**config.mk**
```make
export PLATFORM = sky130hd
export DESIGN_NAME = pwm_generator_flat
export DESIGN_NICKNAME = d
export VERILOG_FILES = /design/src/rtl/pwm_pkg.sv /design/src/rtl/pwm_generator_if.sv /design/src/rtl/pwm_tick_gen.sv /design/src/rtl/pwm_generator.sv /design/src/flat_wrapper.sv
export SDC_FILE = /design/constraint.sdc
export NUM_CORES = 1
export LEC_CHECK = 0
export ABC_AREA = 1
export CAP_MARGIN = 20
export CELL_PAD_IN_SITES_DETAIL_PLACEMENT = 1
export CELL_PAD_IN_SITES_GLOBAL_PLACEMENT = 1
export CORE_MARGIN = 2
export CORE_UTILIZATION = 41
export CTS_CLUSTER_SIZE = 20
export DETAILED_ROUTE_END_ITERATION = 7
export PLACE_DENSITY_LB_ADDON = 0.2
export SLEW_MARGIN = 5
export SYNTH_ARGS = -nofsm -noshare
export SYNTH_HDL_FRONTEND = slang
export SYNTH_SLANG_ARGS = --single-unit
```
**constraint.sdc**
```tcl
create_clock -name clock_in -period 5.5 [get_ports clock_in]
set_input_delay 1.65 -clock clock_in [delete_from_list [all_inputs] [get_ports clock_in]]
set_output_delay 1.65 -clock clock_in [all_outputs]
set_load 0.03 [all_outputs]
```
**src/rtl/pwm_pkg.sv**
```systemverilog
// ============================================================================
// Module : pwm_pkg
// Brief  : Shared constants for the PWM generator: register map, CTRL bit
//          positions and default counter width.
// Rev    : 1.0  initial release
// ============================================================================
`default_nettype none

package pwm_pkg;

    localparam int DEFAULT_CNT_W = 16;

    localparam logic [1:0] ADDR_CTRL   = 2'd0;
    localparam logic [1:0] ADDR_PERIOD = 2'd1;
    localparam logic [1:0] ADDR_DUTY   = 2'd2;
    localparam logic [1:0] ADDR_STATUS = 2'd3;

    localparam int CTRL_ENABLE_BIT = 0;
    localparam int CTRL_INVERT_BIT = 1;
    localparam int CTRL_IRQ_EN_BIT = 2;

    localparam int STATUS_DONE_BIT = 0;

endpackage : pwm_pkg

`default_nettype wire

```
**src/rtl/pwm_generator_if.sv**
```systemverilog
// ============================================================================
// Module : pwm_generator_if
// Brief  : Avalon-MM slave bus bundle for the PWM generator register file.
// Rev    : 1.0  initial release
// ============================================================================
`default_nettype none

interface pwm_generator_if;
    logic [1:0]  address;
    logic        write;
    logic [31:0] writedata;
    logic        read;
    logic [31:0] readdata;

    modport master (
        output address,
        output write,
        output writedata,
        output read,
        input  readdata
    );

    modport slave (
        input  address,
        input  write,
        input  writedata,
        input  read,
        output readdata
    );
endinterface : pwm_generator_if

`default_nettype wire

```
**src/rtl/pwm_tick_gen.sv**
```systemverilog
// ============================================================================
// Module : pwm_tick_gen
// Brief  : Samples the divider output in the clock_in domain and produces a
//          one-cycle tick per rising edge, or a tick every cycle in bypass.
// Rev    : 1.0  initial release
// ============================================================================
`default_nettype none

module pwm_tick_gen (
    input  wire logic clock_in,
    input  wire logic reset,
    input  wire logic prescale_clk,
    input  wire logic div_bypass,
    output logic      tick
);

    logic r_s1;
    logic r_s2;

    always_ff @(posedge clock_in or posedge reset) begin
        if (reset) begin
            r_s1 <= 1'b0;
            r_s2 <= 1'b0;
        end else begin
            r_s1 <= prescale_clk;
            r_s2 <= r_s1;
        end
    end

    // A divider ratio of 0 means every system cycle is a prescaled cycle.
    assign tick = div_bypass | (r_s1 & ~r_s2);

endmodule : pwm_tick_gen

`default_nettype wire

```
**src/rtl/pwm_generator.sv**
```systemverilog
// ============================================================================
// Module : pwm_generator
// Brief  : Double-buffered PWM with Avalon-MM register file. Optional
//          period-done interrupt is built when PWM_IRQ_EN is defined.
// Rev    : 1.0  initial release
// ============================================================================
`default_nettype none

module pwm_generator
    import pwm_pkg::*;
#(
    parameter int CNT_W    = DEFAULT_CNT_W,
    parameter bit IDLE_LVL = 1'b0
) (
    input  wire logic       clock_in,
    input  wire logic       reset,
    input  wire logic       prescale_clk,
    input  wire logic       div_bypass,
    pwm_generator_if.slave  bus,
    output logic            pwm_out,
    output logic            irq
);

    logic             w_tick;
    logic             r_enable;
    logic             r_invert;
    logic             w_irq_en;
    logic [CNT_W-1:0] r_per_sh;
    logic [CNT_W-1:0] r_duty_sh;
    logic [CNT_W-1:0] r_per_act;
    logic [CNT_W-1:0] r_duty_act;
    logic [CNT_W-1:0] r_cnt;
    logic             r_done;
    logic [31:0]      r_readdata;
    logic [31:0]      w_rd_mux;
    logic [CNT_W-1:0] w_wdata;
    logic             w_wr_ctrl;
    logic             w_wr_status;
    logic             w_disable;
    logic             w_boundary;
    logic             w_raw;

    pwm_tick_gen u_tick_gen (
        .clock_in     (clock_in),
        .reset        (reset),
        .prescale_clk (prescale_clk),
        .div_bypass   (div_bypass),
        .tick         (w_tick)
    );

    assign w_wdata     = bus.writedata[CNT_W-1:0];
    assign w_wr_ctrl   = bus.write && (bus.address == ADDR_CTRL);
    assign w_wr_status = bus.write && (bus.address == ADDR_STATUS);
    assign w_disable   = w_wr_ctrl && !bus.writedata[CTRL_ENABLE_BIT];
    assign w_boundary  = r_enable && w_tick && (r_cnt == r_per_act);
    assign w_raw       = r_enable ? (r_cnt < r_duty_act) : IDLE_LVL;

    generate
        if (CNT_W < 32) begin : g_unused_wdata
            logic w_unused_wdata;
            assign w_unused_wdata = ^bus.writedata[31:CNT_W];
        end
    endgenerate

    always_comb begin
        w_rd_mux = 32'd0;
        case (bus.address)
            ADDR_CTRL: begin
                w_rd_mux[CTRL_ENABLE_BIT] = r_enable;
                w_rd_mux[CTRL_INVERT_BIT] = r_invert;
                w_rd_mux[CTRL_IRQ_EN_BIT] = w_irq_en;
            end
            ADDR_PERIOD: w_rd_mux = 32'(r_per_sh);
            ADDR_DUTY:   w_rd_mux = 32'(r_duty_sh);
            default: begin
                w_rd_mux[31:16]           = 16'(r_cnt);
                w_rd_mux[STATUS_DONE_BIT] = r_done;
            end
        endcase
    end

    always_ff @(posedge clock_in or posedge reset) begin
        if (reset) begin
            r_enable   <= 1'b0;
            r_invert   <= 1'b0;
            r_per_sh   <= '0;
            r_duty_sh  <= '0;
            r_per_act  <= '0;
            r_duty_act <= '0;
            r_cnt      <= '0;
            r_done     <= 1'b0;
            r_readdata <= 32'd0;
            pwm_out    <= IDLE_LVL;
        end else begin
            if (bus.write) begin
                case (bus.address)
                    ADDR_CTRL: begin
                        r_enable <= bus.writedata[CTRL_ENABLE_BIT];
                        r_invert <= bus.writedata[CTRL_INVERT_BIT];
                    end
                    ADDR_PERIOD: r_per_sh  <= w_wdata;
                    ADDR_DUTY:   r_duty_sh <= w_wdata;
                    default: ;
                endcase
            end

            // Set wins over a same-cycle clear.
            if (w_boundary) begin
                r_done <= 1'b1;
            end else if (w_wr_status && bus.writedata[STATUS_DONE_BIT]) begin
                r_done <= 1'b0;
            end

            // Shadows only reach the active copies at a boundary or while idle,
            // so a boundary always sees the shadow value from before this edge.
            if (!r_enable || w_disable) begin
                r_cnt      <= '0;
                r_per_act  <= r_per_sh;
                r_duty_act <= r_duty_sh;
            end else if (w_tick) begin
                if (r_cnt == r_per_act) begin
                    r_cnt      <= '0;
                    r_per_act  <= r_per_sh;
                    r_duty_act <= r_duty_sh;
                end else begin
                    r_cnt <= r_cnt + 1'b1;
                end
            end

            pwm_out <= w_raw ^ r_invert;

            if (bus.read) begin
                r_readdata <= w_rd_mux;
            end
        end
    end

    assign bus.readdata = r_readdata;

`ifdef PWM_IRQ_EN
    logic r_irq_en;

    always_ff @(posedge clock_in or posedge reset) begin
        if (reset) begin
            r_irq_en <= 1'b0;
            irq      <= 1'b0;
        end else begin
            if (w_wr_ctrl) begin
                r_irq_en <= bus.writedata[CTRL_IRQ_EN_BIT];
            end
            irq <= r_done & r_irq_en;
        end
    end

    assign w_irq_en = r_irq_en;
`else
    assign w_irq_en = 1'b0;
    assign irq      = 1'b0;
`endif

endmodule : pwm_generator

`default_nettype wire
```
**src/flat_wrapper.sv**
```systemverilog
// flat-port wrapper written by rule: the top's interface ports become plain ports
module pwm_generator_flat import pwm_pkg::*;
#(
    parameter int CNT_W    = DEFAULT_CNT_W,
    parameter bit IDLE_LVL = 1'b0
)
  (clock_in, reset, prescale_clk, div_bypass, pwm_out, irq, bus_address, bus_write, bus_writedata, bus_read, bus_readdata);
  pwm_generator_if bus_i ();
  input  wire logic clock_in;
  input  wire logic reset;
  input  wire logic prescale_clk;
  input  wire logic div_bypass;
  output logic pwm_out;
  output logic irq;
  input wire logic [$bits(bus_i.address)-1:0] bus_address;
  input wire logic [$bits(bus_i.write)-1:0] bus_write;
  input wire logic [$bits(bus_i.writedata)-1:0] bus_writedata;
  input wire logic [$bits(bus_i.read)-1:0] bus_read;
  output wire logic [$bits(bus_i.readdata)-1:0] bus_readdata;
  assign bus_i.address = bus_address;
  assign bus_i.write = bus_write;
  assign bus_i.writedata = bus_writedata;
  assign bus_i.read = bus_read;
  assign bus_readdata = bus_i.readdata;
  pwm_generator #(.CNT_W(CNT_W), .IDLE_LVL(IDLE_LVL)) u_core (.clock_in(clock_in), .reset(reset), .prescale_clk(prescale_clk), .div_bypass(div_bypass), .bus(bus_i), .pwm_out(pwm_out), .irq(irq));
endmodule
```
Word level (Yosys, flattened, before mapping)
Cells that the tools add are included.
{ "word_totals": {"register_bits": 118, "in_bits": 40, "output_inout_bits": 34, "word_cells": 56} }
{ "op_classes": {"addsub": 1, "reduce_logical": 18, "bitwise": 4, "eq_ne": 4, "n_mux": 16, "n_lt_le_gt_ge": 1} }
{ "ops": {"columns": ["op", "n"], "rows": [
  ["two-way mux 16 bit", 10],
  ["one-hot mux 13 bit (2 select lines)", 1],
  ["adder 16 x 1 -> 16 bit, second input constant", 1],
  ["== test 16 bit", 1],
  ["less-than comparator 16 bit", 1],
  ["AND reduction 2 bit", 4],
  ["logical AND 1 bit", 6],
  ["one-hot mux 2 bit (3 select lines)", 1],
  ["nonzero test 2 bit", 3],
  ["== test 2 bit, second input constant", 2],
  ["two-way mux 1 bit", 3],
  ["one-hot mux 1 bit (3 select lines)", 1],
  ["OR reduction 3 bit", 1],
  ["== test 2 x 1 -> 1 bit, second input constant", 1],
  ["logical NOT 1 bit", 2],
  ["logical NOT 2 bit", 1],
  ["AND 1 bit", 1],
  ["logical OR 1 bit", 1],
  ["NOT 1 bit", 1],
  ["OR 1 bit", 1],
  ["bitwise XOR 1 bit", 1]
]} }

Logic depth before layout (Yosys ltp)
Gate-level depths: netlist of the first run.
{ "depth": {"word_depth": 6, "depth_mapped": 12, "depth_no_buf": 12} }

Modules after synthesis
A second synthesis of the first run with hierarchy kept.
{ "unflattened": {"cells_unflattened": 727, "hier_area_um2": 5819.3} }
{ "by_module_without_submodules": {"columns": ["module", "cells_each", "instances", "area_per_inst_um2"], "rows": [
  ["pwm_generator", 720, 1, 5750.5],
  ["pwm_tick_gen", 7, 1, 68.8]
]} }

Least setup slack after synthesis of the first run
Ideal clock, no wire load.
{ "synth_path": {"path_kind": "input to register", "start": "input bus_address[0]", "end": "register u_core.r_cnt[0]", "path_buffers": 2, "path_slack_ns": 2.586, "t_required_ns": 5.374, "cell_stages": 9, "setup_ns": 0.126, "t_arrival_ns": 2.788, "cell_sequence": "inv_1 -> ha_1 -> nand2_1 -> nor2_2 -> nor2_8 -> nand2_4 -> buf_2 -> buf_4 -> a21oi_1"} }
{ "synth_between": {"elab_chain_len": 5} }
{ "synth_lines": {"columns": ["item", "line", "source"], "rows": [
  ["from (decl)", "flat_wrapper.sv:15", "input wire logic [$bits(bus_i.address)-1:0] bus_address;"],
  ["logical NOT 2 bit (*)", "pwm_generator.sv:52", "assign w_wr_ctrl = bus.write && (bus.address == ADDR_CTRL);"],
  ["logical AND 1 bit (*)", "pwm_generator.sv:52", null],
  ["logical AND 1 bit (*)", "pwm_generator.sv:54", "assign w_disable = w_wr_ctrl && !bus.writedata[CTRL_ENABLE_BIT];"],
  ["logical OR 1 bit (*)", "pwm_generator.sv:116", "if (!r_enable || w_disable) begin"],
  ["two-way mux 16 bit or nonzero test 2 bit (tied branches)", null, null],
  ["to (signal assigned)", "pwm_generator.sv:126", "r_cnt <= r_cnt + 1'b1;"],
  ["to (decl)", "pwm_generator.sv:32", "logic [CNT_W-1:0] r_cnt;"]
]} }
Mark *: on every way between the ends. The rest lies on a longest branch, timed or not.
A chain may end at the register's enable or synchronous reset.

Worst setup path in the final report of the first run
{ "layout_path": {"start": "input bus_address[0]", "end": "register u_core.r_duty_sh[7]"} }
{ "layout_between": {"elab_chain_len": 2} }
{ "layout_lines": {"columns": ["item", "line", "source"], "rows": [
  ["== test 2 bit", "pwm_generator.sv:96", "case (bus.address)"],
  ["AND reduction 2 bit (no line)", null, null],
  ["to (signal assigned)", "pwm_generator.sv:102", "ADDR_DUTY: r_duty_sh <= w_wdata;"],
  ["to (decl)", "pwm_generator.sv:29", "logic [CNT_W-1:0] r_duty_sh;"]
]} }
Every way passes these cells.

==> results.cfg, run 1 <==
[global_routing]
antenna_found_initial = 0
gr-total-overflow = 0
grt_pass1_wl_mm = 27.61
track_usage = 0.2391
grt_pass1_vias = 5399
grt_max_degree = 68

[logic_synthesis]
synthAdderAreaFrac = 0.04308
synth-simple-area-share = 0.2641
synthesis.nets = 782
synth_area_leaders = dfrtp_1, nand2_1, o21ai_0
synth_xor_area_frac = 0.007540
synth_top_family_by_area = simple AND/OR/NAND/NOR gates
synth_top_area_frac = 0.5084
synthMuxAreaShare = 0
synth_compound_area_frac = 0.09565
synth_top_area_cell = dfrtp_1
synth_warnings = 0
netlist_instances = 722
synthDistinctLibCells = 28
syn_avg_cell_area_um2 = 8.044
netlist_area_um2 = 5808
seq_area_frac_synth = 0.5084
ys_seq_elements = 118

[critical_path]
worst_path_max_delay_cell = nand2_1
cp-end-kind = register
r2r_start = u_core.r_cnt[10]$_DFFE_PP0P_
path_class = in -> reg
worstPathArrival_ns = 4.13
slowest_delay_ns = 0.80
crit_start = bus_address[0]
required_ns = 5.81
crit_chain = clkdlybuf4s50_1 -> inv_1 -> ha_1 -> nand2_1 -> o21ai_0
cp-start-kind = primary input
critPathMaxFanout = 32

[sta]
hold_viol = 0
rsz0062_at_grt = no
finalSetupViolCount = 0
post-route-period-util = 0.6941
finalMaxSlewViolations = 0
fin_setup_tns_ns = 0
relSlewSlack = 0.3343
worst_slew_pin_slew_ns = 0.9962
fmax_ghz = 0.2619
fin_skew_ns = 0.01079
period_needed_ns = 3.818

[clocking]
post_cts_buffers = 0
cts_hold_buf = 0
cts_resized = 0
cts_root_buf = clkbuf_16
numCtsBuffers = 17
path_clk_slew_ns = 0.06
cts_tree = built
clkSinkCount = 118
cts_max_level = 4
clkLatencyLatePin_ns = 0.43
ctsLongestPathBuffers = 2

[route]
drtAntennaViolNets = 0
wire_per_inst_um = 17.07
totalWireLength_mm = 16.44
vias = 4982
drt_iter0_drc = 224
drt-pass1-iter-count = 4
drc = 0
vias_per_cell = 5.173

[final_layout]
syn2layout_area_growth_pct = 21.56
antenna_cells = 0
fin_nets = 830
drive_gt1_frac = 0.06513
stdcell_count = 963

[place]
io_buffers = 56
place_inst = 931
detailed_place_hpwl_mm = 11.22
routabilityCongestion = 0.7887

[worst_hold_path]
hp-start = u_core.u_tick_gen.r_s1$_DFF_PP0_
hold_class = reg -> reg

[pwr]
p_total_mw = 2.859
peakVddDrop_uv = 209.8
p_leak_nw = 3.571
p_per_area_nw_per_um2 = 405.0

[floorplan]
dieArea_um2 = 15130
io_pins = 74
die_h_um = 123.0
core_um2 = 13880
rows = 43
die_w_um = 123.0
start_util = 0.4184

[run]
drv_cap = 0

[outcome]
status = finished clean
==> area by class of cell <==
class                   count  area [µm²]
flip-flops and latches    118        2953
clock buffers              21       460.4
repair buffers             59       595.6
inverters                  83       314.1
clock inverters            11       125.1
multi-input cells         491        2387
fillers                  1706        6820
well taps                 180       225.2
==> placed cells by master (no fill, tap or decap), types with 2 or more instances in the layout <==
master,n
inv_1,72
nand3_1,55
buf_4,2
bufinv_16,2
nand2_1,264
clkdlybuf4s50_1,56
clkbuf_1,2
clkbuf_16,17
nand3b_1,2
ha_1,20
clkinvlp_4,5
o22ai_1,2
dfrtp_1,118
nand4_1,11
a22o_1,16
inv_2,10
clkinv_2,2
nand2_4,3
o21ai_0,56
a21oi_1,18
nor2_1,30
clkbuf_8,2
xor2_1,5
==> layer usage <==
layer	routed length (µm)	up-vias	track usage	share of wire
met5	0	-	0	0
met4	374	0	0.09375	0.023
met3	701	35	0.04566	0.043
met2	7950	120	0.3940	0.48
met1	7408	2430	0.3119	0.45
li1	-	2397	-	-
==> where the power goes <==
part | total, mW | internal (mW) | switching (mW) | leakage [nW]
Sequential | 1.16 | 1.02 | 0.138 | 1.54
Clock | 1.10 | 0.689 | 0.414 | 0.272
Combinational | 0.593 | 0.218 | 0.375 | 1.76
Total | 2.86 | 1.93 | 0.927 | 3.57
==> through the flow <==
step / setup slack (ns) / hold WS, ns / util / instance area [µm²]
final: 1.682 / 0.3896 / 0.5087 / 7061
after global placement: 1.409 / 0.3636 / 0.4665 / 6475
after detailed placement: 1.312 / 0.3794 / 0.4665 / 6475
after global routing: 1.458 / 0.4057 / 0.5087 / 7061
after CTS: 1.719 / 0.3892 / 0.5087 / 7061
after floorplan: 0.7209 / 0.3539 / - / 5808
==> worst max-delay path: cells and delay by family <==
kind	cells	cell delay (ns)
fa+ha+maj	1	0.63
simple gates	1	0.80
compound gates	1	0.47
buf+inv	2	0.57
==> state kept, by name, summed over array words and instances (netlist names), 16 cells and up <==
register	count
u_core.r_per_sh	16
u_core.r_duty_sh	16
u_core.r_per_act	16
u_core.bus.readdata	32
u_core.r_duty_act	16
u_core.r_cnt	16
==> cells in the mapped netlist, drive strengths merged <==
library cell  instances
a22o                 16
clkbuf               20
nand2               268
a21boi                1
buf                  10
dfrtp               118
nand4                11
a21o                  1
a21oi                18
nand3                55
inv                  83
o21ai                56
conb                  1
ha                   20
nor2                 32
a211oi                1
nor3                  1
a31oi                 1
nand3b                2
xor2                  5
o22ai                 2
==> cells by family (layout without fill, tap and decap cells) <==
logic type | Yosys count | after routing
AO/OA/AOI/OAI | 96 | 96
adder cells (fa/ha/maj) | 20 | 20
XOR/XNOR | 5 | 5
AND/OR/NAND/NOR | 369 | 369
buffers and inverters | 113 | 174
other | 1 | 1
flip-flops | 118 | 118
==> final timing paths <==
check                      cells after the start  slack, ns                               end
hold reg to reg                                0       0.39  u_core.u_tick_gen.r_s2$_DFF_PP0_
min in group asynchronous                      2       1.76   u_core.r_duty_sh[5]$_DFFE_PP0P_
hold / removal                                 0       0.39  u_core.u_tick_gen.r_s2$_DFF_PP0_
setup reg to reg                              11       3.14   u_core.r_per_act[7]$_DFFE_PP0P_
max in group asynchronous                      3       2.96  u_core.r_duty_act[8]$_DFFE_PP0P_
setup / recovery                               5       1.68   u_core.r_duty_sh[7]$_DFFE_PP0P_
No activity file was read; power rests on OpenSTA's default activity.
==> inputs of run 2 (changes only) <==
- clock period: 5.5 -> 3.76 ns (I/O delays scaled with it)
==> results.cfg, run 2 (synthesis gave the netlist of run 1 again) <==
[route]
vias_per_cell = 5.137
drtAntennaViolNets = 0
totalWireLength_mm = 16.32
vias = 4983
drt-pass1-iter-count = 4
wire_per_inst_um = 16.83
drc = 0
drt_iter0_drc = 223

[global_routing]
antenna_found_initial = 0
grt_pass1_vias = 5410
grt_pass1_wl_mm = 27.23
grt_max_degree = 64
gr-total-overflow = 0
track_usage = 0.2364

[place]
routabilityCongestion = 0.8164
detailed_place_hpwl_mm = 11.54
place_area_um2 = 6529
io_buffers = 56

[final_layout]
final_area_um2 = 7182
largest_register_ffs = 32
layout_common_cells = nand2_1, dfrtp_1, inv_1
syn2layout_area_growth_pct = 23.65
drive_gt1_frac = 0.07595
fin_nets = 837
mostFrequentLayoutCell = nand2_1
antenna_cells = 0

[floorplan]
die_w_um = 123.0
dieArea_um2 = 15130
io_pins = 74
core_um2 = 13880
die_h_um = 123.0
rows = 43
start_util = 0.4184

[outcome]
status = finished clean

[critical_path]
cp-start-kind = primary input
critPathMaxFanout = 32
r2r_start = u_core.r_cnt[12]$_DFFE_PP0P_
timing.rr.end = u_core.r_per_act[14]$_DFFE_PP0P_
path_class = in -> reg
worstPathArrival_ns = 3.35
cp-end-kind = register
worst_r2r_path_depth = 11
required_ns = 4.12
rrSetupSlack_ns = 1.62

[clocking]
cts_tree = built
numCtsBuffers = 17
cts_max_level = 4
cts_root_buf = clkbuf_16
clkSinkCount = 118
post_cts_buffers = 0
cts_hold_buf = 0
clkLatencyLatePin_ns = 0.43
cts_resized = 0
ctsLongestPathBuffers = 2
path_clk_slew_ns = 0.06

[worst_hold_path]
hold_class = reg -> reg
whs_path_depth = 0
whs_endpoint = u_core.u_tick_gen.r_s2$_DFF_PP0_
hp-start = u_core.u_tick_gen.r_s1$_DFF_PP0_

[sta]
relSlewSlack = 0.4696
fin_setup_tns_ns = 0
fin_skew_ns = 0.007897
period_needed_ns = 2.987
fmax_ghz = 0.3348
rsz0062_at_grt = no
hold_ws_ns = 0.3817
worst_slew_pin_slew_ns = 0.7956
finalMaxSlewViolations = 0
post-route-period-util = 0.7945
hold_viol = 0
finalSetupViolCount = 0

[pwr]
p_per_area_nw_per_um2 = 608.8
p_total_mw = 4.372
peakVddDrop_uv = 331.8
p_leak_nw = 3.640

[run]
drv_cap = 0
[run 2: changes by cell type in the layout (fill, tap and decap cells not counted)]
cell | before | now
buf_4 | 2 | 9
bufinv_16 | 2 | 5
clkinv_4 | 1 | 4
clkbuf_1 | 2 | 0
clkbuf_8 | 2 | 0
clkinvlp_4 | 5 | 3
inv_4 | 1 | 0
inv_6 | 1 | 2
[run 2: through the flow]
step	setup slack, ns	std cells	utilization
global route	0.6554	970	0.5174
finish	0.7729	970	0.5174
global placement	0.4317	938	0.4703
detailed placement	0.3813	938	0.4703
floorplan	1.191	722	-
CTS	0.8037	970	0.5174
[run 2: layout make-up]
type | instances | area, µm²
Multi-Input combinational cell | 491 | 2387
Inverter | 83 | 315.3
Clock buffer | 17 | 425.4
Tap cell | 180 | 225.2
Sequential cell | 118 | 2953
Timing Repair Buffer | 66 | 648.1
Fill cell | 1701 | 6699
Clock inverter | 15 | 227.7
[run 2: power breakdown]
part	internal, mW	total (mW)	switching, mW
clock network	1.18	1.80	0.620
registers	1.50	1.70	0.200
logic	0.325	0.875	0.550
[run 2: worst max-delay path by stage]
stage,startpoint,to,depth (start not counted)
global placement,bus_address[0],u_core.r_per_act[14]$_DFFE_PP0P_,10
CTS,bus_address[0],u_core.r_per_act[6]$_DFFE_PP0P_,10
floorplan,reset,u_core.bus.readdata[0]$_DFFE_PP0P_,1
global route,bus_address[1],u_core.r_per_act[14]$_DFFE_PP0P_,10
finish,bus_address[1],u_core.r_per_act[14]$_DFFE_PP0P_,10
detailed placement,bus_address[0],u_core.r_duty_act[0]$_DFFE_PP0P_,10
[run 2: per-layer routing]
layer	vias to the layer above	global-route usage	share of wire
met5	-	0	0
li1	2412	-	-
met1	2443	0.3050	0.46
met4	0	0.08878	0.021
met3	23	0.05074	0.040
met2	105	0.3912	0.48
[run 2: critical path: stages]
cell             delay [ns]
clkdlybuf4s50_1        0.47
inv_1                  0.12
ha_1                   0.22
nand2_1                0.15
nor2_2                 0.26
nor2_8                 0.10
nand2_4                0.26
buf_4                  0.38
nand3_1                0.15
nand2_1                0.09
==> inputs of run 3 (changes only) <==
- clock period: 3.76 -> 3.1 ns (I/O delays scaled with it)
==> results.cfg, run 3 (synthesis gave the netlist of run 1 again) <==
[critical_path]
r2r_start = u_core.r_cnt[12]$_DFFE_PP0P_
cp-end-kind = register
timing.rr.end = u_core.r_per_act[6]$_DFFE_PP0P_
required_ns = 3.43
worst_r2r_path_depth = 11
rrSetupSlack_ns = 1.13
worstPathArrival_ns = 2.99
crit_chain = clkdlybuf4s50_1 -> inv_1 -> ha_1 -> nand2_1 -> nor2_2 -> nor2_8 -> nand2_4 -> inv_2 -> nor2_1 -> xor2_1 -> a21oi_1
critPathMaxFanout = 15
worst_path_max_delay_cell = clkdlybuf4s50_1
path_class = in -> reg
path_delay_family = buffers and inverters
cp-start-kind = primary input
slowest_delay_ns = 0.52
path_buf_inv = 3

[place]
dp_slack_ns = 0.06775
place_area_um2 = 6529
io_buffers = 56
routabilityCongestion = 0.8350
detailed_place_hpwl_mm = 11.50

[clocking]
clkSinkCount = 118
cts_hold_buf = 0
cts_max_level = 4
clkLatencyLatePin_ns = 0.42
cts_tree = built
post_cts_buffers = 0
cts_resized = 0
path_clk_slew_ns = 0.05
cts_root_buf = clkbuf_16
numCtsBuffers = 17
ctsLongestPathBuffers = 2

[sta]
hold_ws_ns = 0.3850
hold_viol = 0
relSlewSlack = 0.5274
finalSetupViolCount = 0
fin_skew_ns = 0.006785
rsz0062_at_grt = no
fin_setup_tns_ns = 0
fin_ws_ns = 0.4381
fmax_ghz = 0.3757
post-route-period-util = 0.8587
finalMaxSlewViolations = 0
worst_slew_pin_slew_ns = 0.7089
period_needed_ns = 2.662

[worst_hold_path]
whs_path_depth = 0
whs_endpoint = u_core.u_tick_gen.r_s2$_DFF_PP0_
hold_class = reg -> reg
hp-start = u_core.u_tick_gen.r_s1$_DFF_PP0_

[floorplan]
start_util = 0.4184
dieArea_um2 = 15130
core_um2 = 13880
die_w_um = 123.0
io_pins = 74
rows = 43
die_h_um = 123.0

[global_routing]
track_usage = 0.2300
grt_pass1_vias = 5248
grt_pass1_wl_mm = 26.69
gr-total-overflow = 0
antenna_found_initial = 0
grt_max_degree = 119

[final_layout]
layout_common_cells = nand2_1, dfrtp_1, inv_1
antenna_cells = 0
drive_gt1_frac = 0.07089
mostFrequentLayoutCell = nand2_1
largest_register_ffs = 32
syn2layout_area_growth_pct = 22.62
final_area_um2 = 7122
fin_nets = 837

[run]
drv_cap = 0

[pwr]
p_per_area_nw_per_um2 = 715.9
p_int_mw = 3.517
power_switching_mw = 1.581
p_clk_frac = 0.390
p_seq_frac = 0.403
comb_power_share = 0.207
peakVddDrop_uv = 376.7
p_total_mw = 5.098
p_leak_nw = 3.614
p_sw_frac = 0.3102

[route]
wire_per_inst_um = 16.35
drt_iter0_drc = 209
drc = 0
vias = 4955
vias_per_cell = 5.108
drt-pass1-iter-count = 4
drtAntennaViolNets = 0
totalWireLength_mm = 15.86

[outcome]
status = finished clean
run 3: cell types whose count changed in the layout (fill, tap and decap cells not counted), sizes merged:
cell    delta
clkbuf     +6
bufinv     -2
clkinv     -2
inv        -2
run 3: layer usage:
metal,vias to the layer above,track usage,wire (µm)
li1,2409,-,-
met1,2427,0.3041,7410
met2,97,0.3715,7593
met3,22,0.04935,538
met4,0,0.08665,320
met5,-,0,0
run 3: layout make-up:
cell class / instances / area, µm²
clock inverters: 9 / 125.1
repair buffers: 66 / 648.1
flip-flops and latches: 118 / 2953
well taps: 180 / 225.2
multi-input cells: 491 / 2387
inverters: 83 / 315.3
clock buffers: 23 / 467.9
fillers: 1686 / 6759
run 3: how the worst max path moves through the flow:
| stage | from | endpoint | slack (ns) | cells after the start |
|---|---|---|---|---|
| after floorplan | reset | u_core.bus.readdata[0]$_DFFE_PP0P_ | 0.73 | 1 |
| after global placement | bus_address[0] | u_core.r_cnt[2]$_DFFE_PP0P_ | 0.12 | 11 |
| after detailed placement | bus_address[0] | u_core.r_cnt[6]$_DFFE_PP0P_ | 0.07 | 11 |
| after CTS | bus_address[0] | u_core.r_cnt[3]$_DFFE_PP0P_ | 0.45 | 11 |
| after global routing | bus_address[1] | u_core.r_cnt[3]$_DFFE_PP0P_ | 0.28 | 11 |
| final | bus_address[0] | u_core.r_cnt[3]$_DFFE_PP0P_ | 0.44 | 11 |
run 3: power groups by stage:
stage	clock network [mW]	logic, mW	registers, mW
3_5_place_dp	0	1.07	2.08
6_report	1.99	1.06	2.06
3_3_place_gp	0	1.01	2.06
4_1_cts	2.01	1.08	2.06
5_1_grt	2.09	1.22	2.10
2_1_floorplan	0	0.725	2.05
run 3: per-stage QoR:
stage	cells	util
after global routing	970	0.5131
after floorplan	722	-
after detailed placement	938	0.4703
after global placement	938	0.4703
final	970	0.5131
after CTS	970	0.5131
==> RTL edit 1, RTL diff (flow settings as in run 3) <==
Remove the register `pwm_out`: a continuous assignment takes its place, so the output `pwm_out` follows one clock earlier.
--- a/src/rtl/pwm_generator.sv
+++ b/src/rtl/pwm_generator.sv
@@ -91,5 +91,4 @@
             r_done     <= 1'b0;
             r_readdata <= 32'd0;
-            pwm_out    <= IDLE_LVL;
         end else begin
             if (bus.write) begin
@@ -128,5 +127,4 @@
             end
 
-            pwm_out <= w_raw ^ r_invert;
 
             if (bus.read) begin
@@ -135,4 +133,6 @@
         end
     end
+
+    assign pwm_out = w_raw ^ r_invert;
 
     assign bus.readdata = r_readdata;
Function: changed (Yosys sat finds a counterexample within 4 cycles, from zero or initial values and one cycle with reset high).
==> RTL edit 1 against run 3 <==
  * Synthesized area is 2.9% higher
  * Critical path depth is 1 lower
  * Count of clock-buffer cells in the layout is 1 higher
  * Wire length is 10% higher
  * Setup slack worse by 270 ps
  * Sequential share of layout area is 2.2 points lower
  * Total power is 2.0% lower
  * Cell count is 4.5% higher
  * Design area is 4.6% higher
  * Sequential cell count is 1 lower
  * Global-route usage is 0.32 points higher
  * Largest cell class unchanged
  * Highest routed layer unchanged
==> RTL edit 1: results (changes against run 3) <==
Total track usage: 23.3% (+0.32 points)
Reg2reg start: u_core.r_cnt[14]$_DFFE_PP0P_
Filler cell count in the final layout: 1721 (+2.1%)
Initial DRC Count: 273 (+31%)
Crit Path Max Fanout: 2 (-13)
First-pass GRT wire length: 28.7 mm (+7.6%)
Area contributors post-synth: dfrtp_1, nand2_1, nand3_1
Leakage power: 3.85 nW (+6.4%)
Post-placement cell area: 6850 um2 (+5.0%)
Post-Synth XOR/XNOR Area: 0.733% (-0.021 points)
Relative slew slack: 48.2% (-4.5 points)
Net Count, Synth: 811 (+3.7%)
Share of cells above drive strength 1: 9.52% (+2.4 points)
Status: finished, final reports clean
Avg WL per Cell: 17.3 um (+5.5%)
Dpl hpwl: 12.7 mm (+10%)
Vias in the first global route: 5619 (+7.1%)
Post-DR vias/cell: 5.18 (+1.4%)
Synth unique cells: 33 (+18%)
Largest net degree at the start of global routing: 34 (-71%)
Register area share after synthesis: 49.0% (-1.9 points)
Post-synthesis adder-cell area fraction: 4.19% (-0.12 points)
Synth top cells by count: nand2_1, dfrtp_1, inv_1
Crit path from: u_core.r_duty_act[5]$_DFFE_PP0P_
VDD IR max: 360 uV (-4.4%)
[RTL edit 1: logic make-up (layout without fill, tap and decap cells)]
logic type / Yosys count / in the layout
adders and majority gates: 20 / 20
and+or+nand+nor: 420 / 420
AOI/OAI and AO/OA: 74 / 74
buffers and inverters: 114 / 193
xor gates and xnor gates: 5 / 5
DFF: 117 / 117
other: 1 / 1
[RTL edit 1: critical path: stages (launching register included)]
cell and delay [ps]:
dfrtp_1 370, inv_1 110, ha_4 220, a21oi_2 130, nor2_1 50, nor3_1 150
nand2_1 100, nand2_1 90, nand3b_1 80, nand2_1 100, clkbuf_4 190
[RTL edit 1: path summary, 6_finish.rpt]
kind | cells after the start | end | slack [ps]
worst max-delay path | 10 | pwm_out | 170
worst min-delay path | 0 | u_core.u_tick_gen.r_s2$_DFF_PP0_ | 450
max in group asynchronous | 3 | u_core.bus.readdata[16]$_DFFE_PP0P_ | 1510
min in group asynchronous | 2 | u_core.bus.readdata[6]$_DFFE_PP0P_ | 970
worst max register to register | 12 | u_core.r_per_act[6]$_DFFE_PP0P_ | 1120
worst min register to register | 0 | u_core.u_tick_gen.r_s2$_DFF_PP0_ | 450
[RTL edit 1: area by class of cell]
type	count	area, um2	share of cell area [%]
Multi-Input combinational cell	520	2560	34.4
Sequential cell	117	2930	39.3
Clock buffer	24	512	6.87
Timing Repair Buffer	85	838	11.3
Inverter	80	307	4.12
Clock inverter	4	70.1	0.941
Tap cell	184	230	3.09
[RTL edit 1: power breakdown]
part / total [W] / switching (W) / leakage (nW) / internal, W
logic: 0.00104 / 0.000654 / 2.03 / 0.000391
clock network: 0.00197 / 0.000677 / 0.290 / 0.00129
registers: 0.00198 / 0.000214 / 1.53 / 0.00177
total: 0.00499 / 0.00155 / 3.85 / 0.00345
[RTL edit 1: what timing repair did]
item	in CTS	in global routing
gates resized for setup	5	3
buffers inserted	0	0
endpoints found under the setup margin	1	1
hold buffers	0	0
[RTL edit 1: metal layers]
metal  global-route usage, %  part of all wire (%)  vias to the layer above
li1                        -                     -                     2519
met1                    29.6                    45                     2605
met2                    40.1                    50                       99
met3                    3.99                   3.0                       30
met4                    8.39                   1.9                        0
met5                       0                     0                        -
[RTL edit 1: stage by stage]
stage | setup slack [ps] | total power (W) | hold WS (ps) | cells | utilization (%)
4_1_cts | 22.5 | 0.00502 | 456 | 1014 | 51.7
6_report | 168 | 0.00499 | 450 | 1014 | 51.8
3_3_place_gp | 109 | 0.00297 | 426 | 986 | 47.7
3_5_place_dp | 72.7 | 0.00304 | 436 | 986 | 47.7
2_1_floorplan | 725 | 0.00267 | 414 | 751 | -
5_1_grt | 14.8 | 0.00525 | 466 | 1014 | 51.8
==> RTL edit 2, RTL diff (flow settings as in run 3) <==
Without the edit above. `DEFAULT_CNT_W`: 16 -> 32.
--- a/src/rtl/pwm_pkg.sv
+++ b/src/rtl/pwm_pkg.sv
@@ -9,5 +9,5 @@
 package pwm_pkg;
 
-    localparam int DEFAULT_CNT_W = 16;
+    localparam int DEFAULT_CNT_W = 32;
 
     localparam logic [1:0] ADDR_CTRL   = 2'd0;
Formal check against the unedited RTL: not equivalent (Yosys sat finds a counterexample within 4 cycles, from zero or initial values and one cycle with reset high).
==> RTL edit 2 against run 3 <==
  * Via count up 72%
  * Die area up 70%
  * Sequential cell count up 80
  * Synthesized area up 73%
  * Design area up 65%
  * Wire length up 89%
  * Total power up 46%
  * Sequential share of layout area up 0.59 points
  * Fmax up 2.1%
  * Setup slack better by 55 ps
  * First-iteration DRC count rose to 2.9 times the old value
  * Hold slack better by 13 ps
  * Combinational power up 62%
  * Critical path type unchanged
==> RTL edit 2: results (changes against run 3) <==
Status: finished, final reports clean
Total track usage: 24.3% (+1.3 points)
Area contributors post-synth: dfrtp_1, nand2_1, nand3_1
Met2 GRT Util: 37.7% (+0.54 points)
Max incr delay on CP: 450 ps (-70 ps)
Highest routed layer: met5
Crit-path slowest cell: clkdlybuf4s50_1
Reg2Reg Depth: 10 (-1)
Setup slack, reg-to-reg: 910 ps (-220 ps)
Share of cells above drive strength 1: 5.34% (-1.7 points)
Clock transition at the registers of the reported paths: 80 ps (+30 ps)
Vias in the first global route: 8924 (+70%)
Reg2reg start: u_core.r_cnt[2]$_DFFE_PP0P_
Req. time, crit path: 3470 ps (+40 ps)
Internal: 0.00486 W (+38%)
Largest net degree at the start of global routing: 76 (-36%)
Leakage power: 5.70 nW (+58%)
Initial antenna violation count: 2 (+2)
Worst skew pair latency: 440 ps (+20 ps)
Synth top cells by count: nand2_1, dfrtp_1, inv_1
Filler cell count in the final layout: 2878 (+71%)
Clock Power: 0.00226 W (+14%)
Worst Tran Pin Value: 608 ps (-100 ps)
Worst R2R End: u_core.r_per_act[29]$_DFFE_PP0P_
Net Count, Synth: 1318 (+69%)
1st-pass router iterations: 5 (+1)
Post-DR vias/cell: 5.22 (+2.2%)
Congestion Overflow GR: 0 (unchanged)
Met3 Use GR: 3.46% (-1.5 points)
GPL Wtd Cong: 0.836 (about the same)
I/O Buffers: 72 (+29%)
Worst Hold Launch: u_core.u_tick_gen.r_s1$_DFF_PP0_
First-pass GRT wire length: 49.2 mm (+84%)
Initial DRC Count: 601 (+190%)
VDD IR max: 317 uV (-16%)
Avg WL per Cell: 18.3 um (+12%)
WL met2: 13.7 mm (+80%)
Worst Hold Path EP: u_core.u_tick_gen.r_s2$_DFF_PP0_
Met1 Usage GRT: 36.2% (+5.8 points)
Nets: 1375 (+64%)
Crit Path Max Fanout: 35 (+20)
Metal-1 WL: 14.7 mm (+98%)
Dpl hpwl: 21.9 mm (+91%)
Total CTS buffers: 17 (unchanged)
Hold path cells: 0 (unchanged)
Synth unique cells: 32 (+14%)
Register area share after synthesis: 49.3% (-1.6 points)
Clock H-tree levels: 4 (unchanged)
Hold Path Class: flip-flop to flip-flop
Sequential Power Share: 46.5% (+6.2 points)
Hold WS: 398 ps (+12.7 ps)
Post-CTS Resized: 0 (unchanged)
Number of synthesis warnings: 0 (unchanged)
Met3 Wirelength: 1.23 mm (+130%)
# Post-CTS Setup Buffers: 0 (unchanged)
Asr flop ratio synth: 100% (unchanged)
Crit-path leading delay family: buffers and inverters
Clock Skew: 14.5 ps (+7.73 ps)
## RTL edit 2: worst max path at each step
stage | start | end | slack, ps | cells past startpoint
2_1_floorplan | reset | u_core.bus.readdata[0]$_DFFE_PP0P_ | -390 | 1
3_3_place_gp | bus_address[0] | u_core.r_duty_act[19]$_DFFE_PP0P_ | 160 | 11
3_5_place_dp | bus_address[0] | u_core.r_per_act[28]$_DFFE_PP0P_ | 90 | 11
4_1_cts | bus_address[0] | u_core.r_per_act[29]$_DFFE_PP0P_ | 500 | 11
5_1_grt | bus_address[0] | u_core.r_cnt[4]$_DFFE_PP0P_ | 290 | 12
6_report | bus_address[0] | u_core.r_per_act[29]$_DFFE_PP0P_ | 490 | 11
## RTL edit 2: cell families (layout without fill, tap and decap cells)
logic type,count (synthesis),after routing,synth area share [%]
AO/OA/AOI/OAI,185,185,9.90
XOR/XNOR,51,51,4.44
adder cells (fa/ha/maj),36,36,4.48
buffers and inverters,183,252,7.60
flip-flops,198,198,49.3
other,1,2,0.0373
AND/OR/NAND/NOR,588,588,24.3
## RTL edit 2: area by class of cell
| cell class | instances | area share (%) |
|---|---|---|
| inverter | 122 | 3.92 |
| antenna | 1 | 0.0212 |
| timing repair buffer | 99 | 8.69 |
| multi-input combinational | 861 | 36.9 |
| sequential | 198 | 42.1 |
| tap | 324 | 3.44 |
| clock inverter | 14 | 1.38 |
| clock buffer | 17 | 3.61 |
## RTL edit 2: through the flow
stage | setup WS [ps] | power, W | cells | instance area (um2)
after floorplan | -390 | 0.00455 | 1242 | 10100
after global placement | 159 | 0.00513 | 1604 | 11200
after detailed placement | 88.0 | 0.00522 | 1604 | 11200
after CTS | 499 | 0.00751 | 1635 | 11800
after global routing | 291 | 0.00787 | 1635 | 11800
final | 493 | 0.00744 | 1636 | 11800
